File: src/rtl/kernel_sched_rr_if.sv
// Bus bundle for kernel_sched_rr: requester, kernel and result handshakes.
// Define KSCHED_PERF_CNT_EN to add the perf_jobs / perf_stall counters.
interface kernel_sched_rr_if #(
  parameter int N_REQ = 4,
  parameter int TAG_W = $clog2(N_REQ)
);
  logic [N_REQ-1:0]   req_valid;
  logic [8*N_REQ-1:0] req_data;
  logic [N_REQ-1:0]   req_sign;
  logic [N_REQ-1:0]   req_ready;
  logic [7:0]         k_data;
  logic               k_sign;
  logic               k_valid;
  logic [9:0]         k_result;
  logic               k_result_valid;
  logic               res_valid;
  logic [9:0]         res_data;
  logic [TAG_W-1:0]   res_tag;
  logic               res_ready;
  logic               busy;
  logic               err;
`ifdef KSCHED_PERF_CNT_EN
  logic [15:0]        perf_jobs;
  logic [15:0]        perf_stall;

  modport master (
    input  req_valid, req_data, req_sign,
    input  k_result, k_result_valid, res_ready,
    output req_ready, k_data, k_sign, k_valid,
    output res_valid, res_data, res_tag,
    output busy, err, perf_jobs, perf_stall
  );

  modport slave (
    output req_valid, req_data, req_sign,
    output k_result, k_result_valid, res_ready,
    input  req_ready, k_data, k_sign, k_valid,
    input  res_valid, res_data, res_tag,
    input  busy, err, perf_jobs, perf_stall
  );
`else
  modport master (
    input  req_valid, req_data, req_sign,
    input  k_result, k_result_valid, res_ready,
    output req_ready, k_data, k_sign, k_valid,
    output res_valid, res_data, res_tag,
    output busy, err
  );

  modport slave (
    output req_valid, req_data, req_sign,
    output k_result, k_result_valid, res_ready,
    input  req_ready, k_data, k_sign, k_valid,
    input  res_valid, res_data, res_tag,
    input  busy, err
  );
`endif
endinterface

File: src/rtl/kernel_sched_rr.sv
// Round-robin scheduler sharing one non-pipelined compute kernel.
// Optional KSCHED_PERF_CNT_EN adds saturating job/stall counters.
module kernel_sched_rr #(
  parameter int N_REQ   = 4,
  parameter int TAG_W   = $clog2(N_REQ),
  parameter int TIMEOUT = 15
) (
  input  logic              clk,
  input  logic              rst_n,
  kernel_sched_rr_if.master bus
);

  typedef enum logic [1:0] {
    IDLE,
    ISSUE,
    WAIT,
    DONE
  } state_e;

  state_e           state_q, state_d;
  logic [TAG_W-1:0] ptr_q, ptr_d;
  logic [TAG_W-1:0] tag_q, tag_d;
  logic [TAG_W-1:0] rtag_q, rtag_d;
  logic [7:0]       cnt_q, cnt_d;
  logic [7:0]       kd_q, kd_d;
  logic             ks_q, ks_d;
  logic             kv_q, kv_d;
  logic             rv_q, rv_d;
  logic [9:0]       rd_q, rd_d;
  logic             err_q, err_d;

  logic             any;
  logic             grant;
  logic [TAG_W-1:0] gidx;
  logic [TAG_W-1:0] gnext;
  logic [TAG_W:0]   sum;
  logic [TAG_W-1:0] cand;

  // First set req_valid at or after ptr, wrapping modulo N_REQ.
  always_comb begin
    any  = 1'b0;
    gidx = '0;
    sum  = '0;
    cand = '0;
    for (int k = 0; k < N_REQ; k++) begin
      sum = {1'b0, ptr_q} + (TAG_W+1)'(k);
      if (sum >= (TAG_W+1)'(N_REQ)) begin
        sum = sum - (TAG_W+1)'(N_REQ);
      end
      cand = sum[TAG_W-1:0];
      if (!any && bus.req_valid[cand]) begin
        any  = 1'b1;
        gidx = cand;
      end
    end
  end

  assign grant = any && ((state_q == IDLE) ||
                 ((state_q == DONE) && bus.res_ready));

  assign gnext = (gidx == TAG_W'(N_REQ - 1)) ?
                 '0 : gidx + 1'b1;

  always_comb begin
    bus.req_ready = '0;
    if (grant) begin
      bus.req_ready[gidx] = 1'b1;
    end
  end

  always_comb begin
    state_d = state_q;
    ptr_d   = ptr_q;
    tag_d   = tag_q;
    rtag_d  = rtag_q;
    cnt_d   = cnt_q;
    kd_d    = kd_q;
    ks_d    = ks_q;
    kv_d    = 1'b0;
    rv_d    = rv_q;
    rd_d    = rd_q;
    err_d   = err_q;
    unique case (state_q)
      IDLE: begin
        state_d = IDLE;
      end
      ISSUE: begin
        // Result-valid may still be high from the last job here.
        state_d = WAIT;
        cnt_d   = '0;
      end
      WAIT: begin
        if (bus.k_result_valid) begin
          rv_d    = 1'b1;
          rd_d    = bus.k_result;
          rtag_d  = tag_q;
          cnt_d   = '0;
          state_d = DONE;
        end else if (cnt_q == 8'(TIMEOUT - 1)) begin
          err_d   = 1'b1;
          cnt_d   = '0;
          state_d = IDLE;
        end else begin
          cnt_d = cnt_q + 8'd1;
        end
      end
      DONE: begin
        if (bus.res_ready) begin
          rv_d    = 1'b0;
          state_d = IDLE;
        end
      end
      default: begin
        state_d = IDLE;
      end
    endcase
    if (grant) begin
      state_d = ISSUE;
      ptr_d   = gnext;
      tag_d   = gidx;
      kd_d    = bus.req_data[{gidx, 3'b000} +: 8];
      ks_d    = bus.req_sign[gidx];
      kv_d    = 1'b1;
    end
  end

  always_ff @(posedge clk or negedge rst_n) begin
    if (!rst_n) begin
      state_q <= IDLE;
      ptr_q   <= '0;
      tag_q   <= '0;
      rtag_q  <= '0;
      cnt_q   <= '0;
      kd_q    <= '0;
      ks_q    <= 1'b0;
      kv_q    <= 1'b0;
      rv_q    <= 1'b0;
      rd_q    <= '0;
      err_q   <= 1'b0;
    end else begin
      state_q <= state_d;
      ptr_q   <= ptr_d;
      tag_q   <= tag_d;
      rtag_q  <= rtag_d;
      cnt_q   <= cnt_d;
      kd_q    <= kd_d;
      ks_q    <= ks_d;
      kv_q    <= kv_d;
      rv_q    <= rv_d;
      rd_q    <= rd_d;
      err_q   <= err_d;
    end
  end

  assign bus.k_data    = kd_q;
  assign bus.k_sign    = ks_q;
  assign bus.k_valid   = kv_q;
  assign bus.res_valid = rv_q;
  assign bus.res_data  = rd_q;
  assign bus.res_tag   = rtag_q;
  assign bus.busy      = (state_q != IDLE);
  assign bus.err       = err_q;

`ifdef KSCHED_PERF_CNT_EN
  logic [15:0] pj_q, pj_d;
  logic [15:0] ps_q, ps_d;

  always_comb begin
    pj_d = pj_q;
    ps_d = ps_q;
    if (state_q == DONE) begin
      if (bus.res_ready) begin
        if (pj_q != 16'hFFFF) pj_d = pj_q + 16'd1;
      end else begin
        if (ps_q != 16'hFFFF) ps_d = ps_q + 16'd1;
      end
    end
  end

  always_ff @(posedge clk or negedge rst_n) begin
    if (!rst_n) begin
      pj_q <= '0;
      ps_q <= '0;
    end else begin
      pj_q <= pj_d;
      ps_q <= ps_d;
    end
  end

  assign bus.perf_jobs  = pj_q;
  assign bus.perf_stall = ps_q;
`endif

endmodule

File: src/flat_wrapper.sv
// flat-port wrapper written by rule: the top's interface ports become plain ports
module kernel_sched_rr_flat 
#(
  parameter int N_REQ   = 4,
  parameter int TAG_W   = $clog2(N_REQ),
  parameter int TIMEOUT = 15
)
  (clk, rst_n, bus_req_valid, bus_req_data, bus_req_sign, bus_k_result, bus_k_result_valid, bus_res_ready, bus_req_ready, bus_k_data, bus_k_sign, bus_k_valid, bus_res_valid, bus_res_data, bus_res_tag, bus_busy, bus_err);
  kernel_sched_rr_if #(.N_REQ(N_REQ), .TAG_W(TAG_W)) bus_i ();
  input  logic clk;
  input  logic rst_n;
  input wire logic [$bits(bus_i.req_valid)-1:0] bus_req_valid;
  input wire logic [$bits(bus_i.req_data)-1:0] bus_req_data;
  input wire logic [$bits(bus_i.req_sign)-1:0] bus_req_sign;
  input wire logic [$bits(bus_i.k_result)-1:0] bus_k_result;
  input wire logic [$bits(bus_i.k_result_valid)-1:0] bus_k_result_valid;
  input wire logic [$bits(bus_i.res_ready)-1:0] bus_res_ready;
  output wire logic [$bits(bus_i.req_ready)-1:0] bus_req_ready;
  output wire logic [$bits(bus_i.k_data)-1:0] bus_k_data;
  output wire logic [$bits(bus_i.k_sign)-1:0] bus_k_sign;
  output wire logic [$bits(bus_i.k_valid)-1:0] bus_k_valid;
  output wire logic [$bits(bus_i.res_valid)-1:0] bus_res_valid;
  output wire logic [$bits(bus_i.res_data)-1:0] bus_res_data;
  output wire logic [$bits(bus_i.res_tag)-1:0] bus_res_tag;
  output wire logic [$bits(bus_i.busy)-1:0] bus_busy;
  output wire logic [$bits(bus_i.err)-1:0] bus_err;
  assign bus_i.req_valid = bus_req_valid;
  assign bus_i.req_data = bus_req_data;
  assign bus_i.req_sign = bus_req_sign;
  assign bus_i.k_result = bus_k_result;
  assign bus_i.k_result_valid = bus_k_result_valid;
  assign bus_i.res_ready = bus_res_ready;
  assign bus_req_ready = bus_i.req_ready;
  assign bus_k_data = bus_i.k_data;
  assign bus_k_sign = bus_i.k_sign;
  assign bus_k_valid = bus_i.k_valid;
  assign bus_res_valid = bus_i.res_valid;
  assign bus_res_data = bus_i.res_data;
  assign bus_res_tag = bus_i.res_tag;
  assign bus_busy = bus_i.busy;
  assign bus_err = bus_i.err;
  kernel_sched_rr #(.N_REQ(N_REQ), .TAG_W(TAG_W), .TIMEOUT(TIMEOUT)) u_core (.clk(clk), .rst_n(rst_n), .bus(bus_i));
endmodule
File: config.mk
export PLATFORM = sky130hd
export DESIGN_NAME = kernel_sched_rr_flat
export DESIGN_NICKNAME = d
export VERILOG_FILES = /design/src/rtl/kernel_sched_rr_if.sv /design/src/rtl/kernel_sched_rr.sv /design/src/flat_wrapper.sv
export SDC_FILE = /design/constraint.sdc
export NUM_CORES = 1
export LEC_CHECK = 0
export CAP_MARGIN = 10
export CORE_UTILIZATION = 39
export DETAILED_ROUTE_END_ITERATION = 10
export PLACE_DENSITY = 0.77
export SETUP_SLACK_MARGIN = 0.2
export SYNTH_ARGS = -nofsm -noshare
export SYNTH_HDL_FRONTEND = slang
export SYNTH_SLANG_ARGS = --single-unit
File: constraint.sdc
create_clock -name clk -period 1.7 [get_ports clk]
set_clock_uncertainty 0.2 [all_clocks]
set_input_delay 0.17 -clock clk [delete_from_list [all_inputs] [get_ports clk]]
set_output_delay 0.17 -clock clk [all_outputs]
set_load 0.02 [all_outputs]
==> results_tabular.tex, run 1 <==
\begin{tabular}{lr}
\hline
Metric & Value \\
\hline
\multicolumn{2}{l}{\textbf{Clock tree}} \\
Buffer cell driving the clock tree root & sky130\_fd\_sc\_hd\_\_clkbuf\_8 \\
CTS tree & done \\
Cts bufs inserted & 5 \\
Clock Tree Buf Depth & 2 \\
Clock sinks & 38 \\
H-tree depth & 2 \\
Clk slew on worst S/H paths & 0.08 ns \\
Latest clock arrival within the worst-skew pair & approximately 0.29 ns \\
\multicolumn{2}{l}{\textbf{Drt}} \\
Wire length per cell after detailed routing & $\sim$16 um \\
Wirelength, routed & 6330 um \\
DRT iter0 DRCs & 114 \\
Remaining DRCs & 0 \\
Average vias per placed instance & 5.01 \\
Total number of vias & 1,978 \\
First drt pass iteration count & 4 \\
DRT antenna net count & 0 \\
\multicolumn{2}{l}{\textbf{Logic synthesis}} \\
Distinct cell type count of the synthesized netlist & 37 \\
Most used standard cells in the synthesized netlist & sky130\_fd\_sc\_hd\_\_dfrtp\_1 (38), sky130\_fd\_sc\_hd\_\_nand2\_1 (26), sky130\_fd\_sc\_hd\_\_mux2i\_1 (21), sky130\_fd\_sc\_hd\_\_mux2\_2 (13) \\
Biggest area consumer among synthesized cells & sky130\_fd\_sc\_hd\_\_dfrtp\_1 \\
Mean cell area of the mapped netlist & 10.8 sq um \\
Number of enable-type register cells in the synthesized netlist & 0 \\
Most used DFF post-synth & sky130\_fd\_sc\_hd\_\_dfrtp\_1 \\
Combined area of all synthesized cells & 2060 sq um \\
Yosys warns & 0 \\
Net count of the mapped netlist & 255 \\
Cell with the most instances after synthesis & sky130\_fd\_sc\_hd\_\_dfrtp\_1 \\
Share of synthesized area occupied by flip-flops and latches & 46.2\% \\
Synth top area share & 46.2\% \\
Async set-or-reset flop fraction in the synthesized netlist & 100\% \\
Top post-synthesis cells by area & sky130\_fd\_sc\_hd\_\_dfrtp\_1 (46\%), sky130\_fd\_sc\_hd\_\_mux2i\_1 (10\%), sky130\_fd\_sc\_hd\_\_mux2\_2 (7.1\%) \\
Flip-flop and latch count after synthesis & 38 \\
Post-Syn Instances & 191 \\
\multicolumn{2}{l}{\textbf{Die}} \\
Initial Utilization & 40.3\% \\
Placement row count & 26 \\
I/O pin count & 83 \\
Core area & 5110 sq um \\
X dimension of the die & 74.6 um \\
Die height & 74.6 um \\
Area of the die & 5570 sq um \\
\multicolumn{2}{l}{\textbf{Finish}} \\
Cell Count, Final, Fillers Out & 395 \\
Ant diodes & 0 \\
Final core occ & 75.7\% \\
Share of cells above drive strength 1 & 40.3\% \\
Net count of the finished layout & 388 \\
Area growth from synthesis to final layout & 88.0\% \\
\multicolumn{2}{l}{\textbf{Power and ir drop}} \\
Power density over cell area & 1460 nW/um\^{}2 \\
Worst IR drop on VDD & 0.708 mV \\
Cell leakage power & about 1.8 nW \\
\multicolumn{2}{l}{\textbf{Placement}} \\
Half-perimeter wire length of the detailed placement result & 3960 um \\
Placement-stage worst setup slack & -0.966 ns \\
Number of buffers inserted by port buffering & 82 \\
Placed Instances & 368 \\
Gpl congestion & between 0.7 and 0.8 \\
\multicolumn{2}{l}{\textbf{Timing}} \\
Smallest hold slack & 0.259 ns \\
Max-slew headroom at the worst pin & about two thirds \\
Final clock period utilization by the worst path & 128\% \\
Setup repair after global routing missed its margin & yes \\
Transition time at the pin with the least slew margin & roughly 0.48 ns \\
Minimum period implied by the final worst setup slack & 2.17 ns \\
Setup-violating endpoint count in the final report & 37 \\
Final WS setup & -0.470 ns \\
Hold Fails Final Rpt & 0 \\
Maximum clock frequency & 0.461 GHz \\
Slew Viols, Final & 0 \\
\multicolumn{2}{l}{\textbf{GRT}} \\
Total global routing overflow & 0 \\
Vias in the first global route & roughly 1,900 \\
Pin count of the biggest net entering global routing & 39 \\
Global-route wire length before repair & 9140 um \\
Total routing resource utilization after global routing & 21.9\% \\
Number of antenna violations at the first check in global routing & 0 \\
\multicolumn{2}{l}{\textbf{Critical path}} \\
Critical Path RT & 1.33 ns \\
Type of element launching the critical path & flip-flop \\
Total buffers and inverters traversed by the critical path & 3 \\
CP Cell Sequence & buf\_6 -> a211o\_2 -> nor2b\_4 -> inv\_2 -> ha\_2 -> and2\_4 -> buf\_6 \\
Critical path start-end classification & flip-flop to output port \\
Cell with the most instances on the worst path & sky130\_fd\_sc\_hd\_\_buf\_6 \\
CP delay by family, top & flip-flops \\
Max stage delay cell, worst path & sky130\_fd\_sc\_hd\_\_dfrtp\_2 \\
Peak fanout along the critical path & 5 \\
Crit path arrival time & 1.80 ns \\
Critical path capture point type & output port \\
Largest stage delay on the critical path & 0.45 ns \\
\multicolumn{2}{l}{\textbf{Hold path}} \\
Hold WC Path Type & primary input to async pin \\
\multicolumn{2}{l}{\textbf{Job}} \\
Max-cap violation count & 0 \\
\multicolumn{2}{l}{\textbf{Run status}} \\
Failing checks & setup timing \\
Result of the run & finished with violations \\
\hline
\end{tabular}
==> stage by stage <==
| stage | TNS, ns | cell area (sq um) | power (mW) |
|---|---|---|---|
| floorplan | -1.72 | 2230 | 3.16 |
| global placement | -10.58 | 3310 | 4.28 |
| detailed placement | -11.50 | 3310 | 4.37 |
| CTS | -5.39 | 3710 | 5.35 |
| global route | -8.19 | 3870 | 5.94 |
| finish | -6.50 | 3870 | 5.63 |
==> layout by cell type (no fill, tap or decap), drive strengths merged, types with 2 or more instances in the layout <==
cell / synthesis / routed
inv: 11 / 11
a21oi: 7 / 7
mux2: 13 / 13
o221ai: 9 / 9
nand2: 26 / 26
o31ai: 2 / 2
o21ai: 5 / 5
a21o: 2 / 2
and2: 6 / 6
nand2b: 5 / 5
nor3b: 2 / 2
dfrtp: 38 / 38
nand3: 5 / 5
and3: 2 / 2
buf: 2 / 54
dlygate4sd2: 0 / 24
clkdlybuf4s50: 0 / 52
nor2: 7 / 7
ha: 10 / 10
mux2i: 21 / 21
clkbuf: 3 / 7
==> final timing paths <==
check / from / end / slack [ns] / cells after the start
min reg2reg: u_core.bus.err / u_core.bus.err / 0.29 / 1
max: u_core.ptr_q[1] / bus_req_ready[0] / -0.47 / 7
max in group asynchronous: rst_n / u_core.ptr_q[1] / 0.68 / 3
min: rst_n / u_core.bus.res_data[2] / 0.26 / 3
min in group clk: u_core.bus.err / u_core.bus.err / 0.29 / 1
max reg2reg: u_core.ptr_q[1] / u_core.bus.k_data[1] / -0.37 / 7
==> area by class of cell <==
cell class                      count  area, sq um
Clock buffer                        7         86.3
Clock inverter                      1         5.00
Fill cell                         342         1240
Inverter                           11         51.3
Multi-Input combinational cell    137         1390
Sequential cell                    38          952
Tap cell                           70         87.6
Timing Repair Buffer              131         1290
==> routing by layer <==
layer | up-vias | part of all wire [%] | track usage, %
met2 | 61 | 54 | 38.6
met1 | 957 | 39 | 27.1
met3 | 9 | 5.6 | 4.15
met4 | 0 | 1.2 | 6.71
li1 | 951 | - | -
met5 | - | 0 | 0
==> logic make-up (layout without fill, tap and decap cells) <==
family	Yosys count	in the layout	share of synthesized area (%)
XOR/XNOR	2	2	0.851
AO/OA/AOI/OAI	33	33	11.7
flip-flops	38	38	46.2
AND/OR/NAND/NOR	58	58	13.8
adder cells (fa/ha/maj)	10	10	6.08
buffers and inverters	16	150	4.07
multiplexers	34	34	17.3
==> state kept, by name, summed over array words and instances (netlist names) <==
name / flops
u_core.bus.res_valid: 1
u_core.bus.res_tag: 2
u_core.bus.k_sign: 1
u_core.bus.k_valid: 1
u_core.bus.k_data: 8
u_core.ptr_q: 2
u_core.tag_q: 2
u_core.state_q: 2
u_core.bus.res_data: 10
u_core.cnt_q: 8
u_core.bus.err: 1
==> power breakdown <==
group | internal (mW) | switching [mW] | total, mW
clock network | 0.327 | 0.311 | 0.638
logic | 1.82 | 1.71 | 3.53
registers | 1.25 | 0.212 | 1.46
total | 3.40 | 2.24 | 5.63
==> what timing repair did <==
action                                  4_1_cts  5_1_grt
hold endpoints to repair                     38        0
hold buffers                                  1        0
pin swaps                                    16       14
cloned                                        2        0
gates resized for setup                      99       29
endpoints found under the setup margin       65       43
buffers inserted                             12        4
==> worst reg2reg max path: cells and delay by family, from the launching register on <==
kind	cells	cell delay (ns)
DFF	1	0.42
AOI/OAI and AO/OA	2	0.31
and+or+nand+nor	1	0.21
buffers and inverters	2	0.30
muxes	2	0.49
Note: power is estimated with default switching activity, not from simulation.
==> run 2, diff against run 1 <==
Settings changed: CORE_UTILIZATION 39 to 35, PLACE_DENSITY 0.77 to 0.71.
==> results_tabular.tex, run 2 (synthesis results as in run 1) <==
\begin{tabular}{lr}
\hline
Metric & Value \\
\hline
\multicolumn{2}{l}{\textbf{Drt}} \\
Wirelength, routed & 6160 um (-2.6\%) \\
DRT antenna net count & 0 (unchanged) \\
Total number of vias & 1,986 (+0.40\%) \\
First drt pass iteration count & 4 (unchanged) \\
DRT iter0 DRCs & 64 (-44\%) \\
Wire length per cell after detailed routing & 15.2 um (-5.0\%) \\
Remaining DRCs & 0 (unchanged) \\
Average vias per placed instance & 4.90 (-2.1\%) \\
\multicolumn{2}{l}{\textbf{Timing}} \\
Smallest hold slack & 0.133 ns (-0.126 ns) \\
Final WS setup & -0.497 ns (-0.0274 ns) \\
Transition time at the pin with the least slew margin & 0.330 ns (-0.154 ns) \\
Maximum clock frequency & 0.455 GHz (-1.2\%) \\
Minimum period implied by the final worst setup slack & 2.20 ns (+0.0274 ns) \\
Setup repair after global routing missed its margin & yes \\
Final clock period utilization by the worst path & 129\% (+1.6 points) \\
Max-slew headroom at the worst pin & 78.0\% (+10 points) \\
Hold Fails Final Rpt & 0 (unchanged) \\
Slew Viols, Final & 0 (unchanged) \\
Setup-violating endpoint count in the final report & 39 (+5.4\%) \\
\multicolumn{2}{l}{\textbf{GRT}} \\
Total global routing overflow & 0 (unchanged) \\
Vias in the first global route & 1,976 (+3.5\%) \\
Number of antenna violations at the first check in global routing & 0 (unchanged) \\
Total routing resource utilization after global routing & 19.1\% (-2.8 points) \\
Pin count of the biggest net entering global routing & 26 (-33\%) \\
Global-route wire length before repair & 9160 um (+0.15\%) \\
\multicolumn{2}{l}{\textbf{Die}} \\
X dimension of the die & 78.7 um (+5.4\%) \\
Placement row count & 27 (+3.8\%) \\
Die height & 78.7 um (+5.4\%) \\
I/O pin count & 83 (unchanged) \\
Core area & 5570 sq um (+9.1\%) \\
Area of the die & 6190 sq um (+11\%) \\
Initial Utilization & 36.9\% (-3.4 points) \\
\multicolumn{2}{l}{\textbf{Critical path}} \\
Critical path start-end classification & flip-flop to output port \\
Peak fanout along the critical path & 6 (+1) \\
Depth of the worst register-to-register path & 9 (+2) \\
Type of element launching the critical path & flip-flop \\
Crit path arrival time & 1.83 ns (+0.03 ns) \\
Critical Path RT & 1.33 ns (about the same) \\
Critical path capture point type & output port \\
\multicolumn{2}{l}{\textbf{Clock tree}} \\
CTS tree & done \\
H-tree depth & 2 (unchanged) \\
Clock sinks & 38 (unchanged) \\
Latest clock arrival within the worst-skew pair & 0.28 ns (about the same) \\
Clk slew on worst S/H paths & 0.07 ns (about the same) \\
Buffer cell driving the clock tree root & sky130\_fd\_sc\_hd\_\_clkbuf\_8 \\
Cts bufs inserted & 5 (unchanged) \\
Clock Tree Buf Depth & 2 (unchanged) \\
\multicolumn{2}{l}{\textbf{Run status}} \\
Result of the run & finished with violations \\
Failing checks & setup timing \\
\multicolumn{2}{l}{\textbf{Finish}} \\
Area growth from synthesis to final layout & 92.1\% \\
Share of cells above drive strength 1 & 39.9\% (-0.37 points) \\
Leading cell type in the layout, fill and taps excluded & sky130\_fd\_sc\_hd\_\_clkdlybuf4s50\_1 \\
Net count of the finished layout & 396 (+2.1\%) \\
Largest register FFs & 10 (unchanged) \\
Top library cells by usage in the layout, fill and taps aside & sky130\_fd\_sc\_hd\_\_clkdlybuf4s50\_1 (51), sky130\_fd\_sc\_hd\_\_dfrtp\_1 (37), sky130\_fd\_sc\_hd\_\_buf\_4 (29) \\
Ant diodes & 0 (unchanged) \\
Cell Count, Final, Fillers Out & 405 (+2.5\%) \\
\multicolumn{2}{l}{\textbf{Placement}} \\
Placed Instances & 374 (+1.6\%) \\
Number of buffers inserted by port buffering & 82 (unchanged) \\
Gpl congestion & 0.739 (-6.5\%) \\
Half-perimeter wire length of the detailed placement result & 3870 um (-2.3\%) \\
\multicolumn{2}{l}{\textbf{Power and ir drop}} \\
Power density over cell area & 1460 nW/um\^{}2 (about the same) \\
Cell leakage power & 1.90 nW (+3.9\%) \\
Worst IR drop on VDD & 0.738 mV (+4.3\%) \\
\multicolumn{2}{l}{\textbf{Job}} \\
Max-cap violation count & 0 (unchanged) \\
\multicolumn{2}{l}{\textbf{Hold path}} \\
Hold WC Path Type & primary input to async pin \\
\hline
\end{tabular}
-- run 2: timing repair --
action | in CTS | in global routing
pin swaps | 13 | 9
hold buffers | 1 | 0
gates cloned | 2 | 2
gates resized for setup | 93 | 33
setup buffers | 11 | 7
endpoints found under the setup margin | 65 | 42
endpoints found under the hold margin | 38 | 0
-- run 2: per-stage QoR --
stage | power [mW] | cell area (sq um) | worst slack, ns | util, % | TNS [ns]
2_1_floorplan | 3.16 | 2230 | -0.186 | - | -1.72
3_3_place_gp | 4.35 | 3360 | -0.905 | 60.2 | -10.66
3_5_place_dp | 4.39 | 3360 | -0.910 | 60.2 | -11.37
4_1_cts | 5.32 | 3720 | -0.489 | 66.8 | -7.41
5_1_grt | 6.11 | 3950 | -0.555 | 70.9 | -12.20
6_report | 5.76 | 3950 | -0.497 | 70.9 | -9.98
-- run 2: worst paths after layout --
| kind | start | end | slack, ns |
|---|---|---|---|
| max | u_core.ptr_q[1] | bus_req_ready[2] | -0.50 |
| min | rst_n | u_core.bus.res_data[3] | 0.13 |
| max reg2reg | u_core.ptr_q[0] | u_core.bus.k_data[2] | -0.42 |
| min reg2reg | u_core.bus.k_data[4] | u_core.bus.k_data[4] | 0.28 |
| max in group asynchronous | rst_n | u_core.cnt_q[1] | 0.73 |
| min in group clk | u_core.bus.k_data[4] | u_core.bus.k_data[4] | 0.28 |
-- run 2: cell type report --
class,count,area (sq um)
repair buffers,138,1400
flip-flops and latches,38,952
clock inverters,1,5.00
fillers,424,1620
well taps,72,90.1
inverters,11,61.3
multi-input cells,138,1360
clock buffers,7,86.3
-- run 2: metal layers --
layer | global-route usage, % | up-vias | routed length, um | share of wire (%)
li1 | - | 967 | - | -
met1 | 22.7 | 958 | 2520 | 41
met2 | 34.0 | 52 | 3300 | 54
met3 | 3.49 | 9 | 258 | 4.2
met4 | 6.67 | 0 | 87 | 1.4
met5 | 0 | - | 0 | 0
-- run 2: report_power, final --
group          total (mW)  internal [mW]  switching [mW]
sequential           1.46           1.25           0.209
combinational        3.67           1.93            1.74
clock               0.632          0.327           0.305
total                5.76           3.51            2.25
-- run 2: critical path: stages (launching register included) --
cell,delay [ns]
sky130_fd_sc_hd__dfrtp_2,0.46
sky130_fd_sc_hd__mux2i_1,0.15
sky130_fd_sc_hd__o2bb2ai_2,0.13
sky130_fd_sc_hd__or2_4,0.28
sky130_fd_sc_hd__buf_6,0.14
sky130_fd_sc_hd__ha_4,0.14
sky130_fd_sc_hd__and2_4,0.13
sky130_fd_sc_hd__buf_6,0.12
==> run 3, diff against run 2 <==
Settings changed: PLACE_DENSITY 0.71 to 0.68.
Clock period 1.7 ns to 2.3 ns, I/O delays scaled along.
==> results_tabular.tex, run 3 (synthesis results as in run 1) <==
\begin{tabular}{lr}
\hline
Metric & Value \\
\hline
\multicolumn{2}{l}{\textbf{Timing}} \\
Smallest hold slack & 0.274 ns (+0.141 ns) \\
Transition time at the pin with the least slew margin & 0.880 ns (+0.550 ns) \\
Setup-violating endpoint count in the final report & 0 (-100\%) \\
Final WS setup & 0.0904 ns (+0.588 ns) \\
Slew Viols, Final & 0 (unchanged) \\
Final setup TNS & 0 ns (+9.98 ns) \\
Final clock period utilization by the worst path & 96.1\% \\
Max-slew headroom at the worst pin & 41.3\% (-37 points) \\
Setup repair after global routing missed its margin & yes \\
Maximum clock frequency & about 0.45 GHz \\
Hold Fails Final Rpt & 0 (unchanged) \\
Minimum period implied by the final worst setup slack & $\sim$2.2 ns \\
\multicolumn{2}{l}{\textbf{GRT}} \\
Number of antenna violations at the first check in global routing & 0 (unchanged) \\
Top Usage Layer GRT & met2 \\
Pin count of the biggest net entering global routing & 39 (+50\%) \\
Total routing resource utilization after global routing & 17.0\% (-2.1 points) \\
Vias in the first global route & 1,767 (-11\%) \\
Global-route met3 utilization & 3.02\% (-0.47 points) \\
Global Route met2 Usage & 29.0\% (-5.0 points) \\
Global-route wire length before repair & 8130 um (-11\%) \\
Total global routing overflow & 0 (unchanged) \\
GR Layer Usage met1 & 21.0\% (-1.7 points) \\
\multicolumn{2}{l}{\textbf{Critical path}} \\
Peak fanout along the critical path & 4 (-2) \\
Crit path arrival time & 1.78 ns (-0.05 ns) \\
Depth of the worst register-to-register path & 7 (-2) \\
Critical path start-end classification & flip-flop to output port \\
Type of element launching the critical path & flip-flop \\
Critical Path RT & 1.87 ns (+0.54 ns) \\
Critical path capture point type & output port \\
\multicolumn{2}{l}{\textbf{Placement}} \\
Placed Instances & 354 (-5.3\%) \\
Number of buffers inserted by port buffering & 82 (unchanged) \\
Half-perimeter wire length of the detailed placement result & 3710 um (-4.2\%) \\
Placement-stage worst setup slack & -0.364 ns (+0.547 ns) \\
DP Area & 3040 sq um (-9.5\%) \\
Gpl congestion & 0.788 (+6.6\%) \\
\multicolumn{2}{l}{\textbf{Clock tree}} \\
Latest clock arrival within the worst-skew pair & 0.29 ns (about the same) \\
Clock sinks & 38 (unchanged) \\
CTS tree & done \\
H-tree depth & 2 (unchanged) \\
Cts bufs inserted & 5 (unchanged) \\
Buffer cell driving the clock tree root & sky130\_fd\_sc\_hd\_\_clkbuf\_8 \\
Clock Tree Buf Depth & 2 (unchanged) \\
Clk slew on worst S/H paths & 0.08 ns (about the same) \\
\multicolumn{2}{l}{\textbf{Die}} \\
Die height & 78.7 um (unchanged) \\
Core area & 5570 sq um (unchanged) \\
Area of the die & 6190 sq um (unchanged) \\
Initial Utilization & 36.9\% (unchanged) \\
I/O pin count & 83 (unchanged) \\
Placement row count & 27 (unchanged) \\
X dimension of the die & 78.7 um (unchanged) \\
\multicolumn{2}{l}{\textbf{Finish}} \\
Share of cells above drive strength 1 & 22.1\% (-18 points) \\
Net count of the finished layout & 357 (-9.8\%) \\
Cell Count, Final, Fillers Out & 366 (-9.6\%) \\
Largest register FFs & 10 (unchanged) \\
Top library cells by usage in the layout, fill and taps aside & sky130\_fd\_sc\_hd\_\_clkdlybuf4s50\_1 (76), sky130\_fd\_sc\_hd\_\_dfrtp\_1 (37), sky130\_fd\_sc\_hd\_\_nand2\_1 (25) \\
Area occupied by registers & 952 sq um (unchanged) \\
Area used by multi-input combinational logic & 1090 sq um (-19\%) \\
Fill cell count & 494 (+17\%) \\
Ant diodes & 0 (unchanged) \\
Final core occ & 59.3\% (-12 points) \\
Leading cell type in the layout, fill and taps excluded & sky130\_fd\_sc\_hd\_\_clkdlybuf4s50\_1 \\
Final instance area & 3300 sq um (-16\%) \\
Area growth from synthesis to final layout & 60.5\% \\
\multicolumn{2}{l}{\textbf{Power and ir drop}} \\
Cell leakage power & 1.49 nW (-21\%) \\
Pwr Total & 3.80 mW (-34\%) \\
Worst IR drop on VDD & 0.697 mV (-5.6\%) \\
Power density over cell area & 1150 nW/um\^{}2 (-21\%) \\
\multicolumn{2}{l}{\textbf{Drt}} \\
Total number of vias & 1,772 (-11\%) \\
Remaining DRCs & 0 (unchanged) \\
DRT iter0 DRCs & 39 (-39\%) \\
Wire length per cell after detailed routing & 13.9 um (-8.7\%) \\
First drt pass iteration count & 4 (unchanged) \\
Wirelength, routed & 5080 um (-18\%) \\
Average vias per placed instance & 4.84 (-1.3\%) \\
DRT antenna net count & 0 (unchanged) \\
\multicolumn{2}{l}{\textbf{Job}} \\
Max-cap violation count & 0 (unchanged) \\
\multicolumn{2}{l}{\textbf{Hold path}} \\
Hold WC Path Type & flip-flop to flip-flop \\
Count of cells along the worst hold path & 2 \\
\multicolumn{2}{l}{\textbf{Run status}} \\
Result of the run & finished clean \\
\hline
\end{tabular}
-- run 3: changes by cell type in the layout (fill, tap and decap cells not counted), sizes merged --
cell           before  now
inv                10   11
bufinv              0    2
clkinv              2    0
nand2              27   26
dlygate4sd2        25    0
buf                60   22
clkdlybuf4s50      51   76
dlymetal6s2s        0    1
clkbuf              8    6
-- run 3: repair_timing --
action,in CTS,in global routing
endpoints found under the hold margin,38,0
hold buffers,1,0
endpoints found under the setup margin,4,14
pin swaps,5,3
setup buffers,2,1
gates resized for setup,40,8
-- run 3: layer usage --
layer | routed length (um) | up-vias
met1 | 2250 | 851
met3 | 184 | 6
li1 | - | 878
met4 | 82 | 0
met2 | 2560 | 37
met5 | 0 | -
-- run 3: worst paths after layout --
path,startpoint,to,slack (ns)
worst max-delay path,u_core.ptr_q[0],bus_req_ready[1],0.09
worst min register to register,u_core.tag_q[1],u_core.tag_q[1],0.27
min in group asynchronous,rst_n,u_core.cnt_q[4],0.39
worst max register to register,u_core.ptr_q[0],u_core.bus.k_data[5],0.20
max in group asynchronous,rst_n,u_core.ptr_q[1],0.90
worst min-delay path,u_core.tag_q[1],u_core.tag_q[1],0.27
-- run 3: report_power, final --
part	total, mW	switching (mW)	internal, mW
clock	0.702	0.240	0.463
combinational	2.02	0.972	1.05
sequential	1.08	0.155	0.925
total	3.80	1.37	2.43
-- run 3: worst max-delay path, stage by stage, from the launching register on --
cell,delay (ns)
sky130_fd_sc_hd__dfrtp_1,0.44
sky130_fd_sc_hd__buf_6,0.14
sky130_fd_sc_hd__mux2i_2,0.15
sky130_fd_sc_hd__o2bb2ai_2,0.13
sky130_fd_sc_hd__or2_4,0.18
sky130_fd_sc_hd__inv_4,0.05
sky130_fd_sc_hd__ha_4,0.14
sky130_fd_sc_hd__and2_4,0.13
sky130_fd_sc_hd__buf_6,0.12
-- run 3: cell type report --
| class | instances | area share (%) |
|---|---|---|
| multi-input combinational | 137 | 33.1 |
| timing repair buffer | 100 | 29.6 |
| sequential | 38 | 28.8 |
| tap | 72 | 2.73 |
| clock buffer | 6 | 2.50 |
| clock inverter | 2 | 1.82 |
| inverter | 11 | 1.40 |
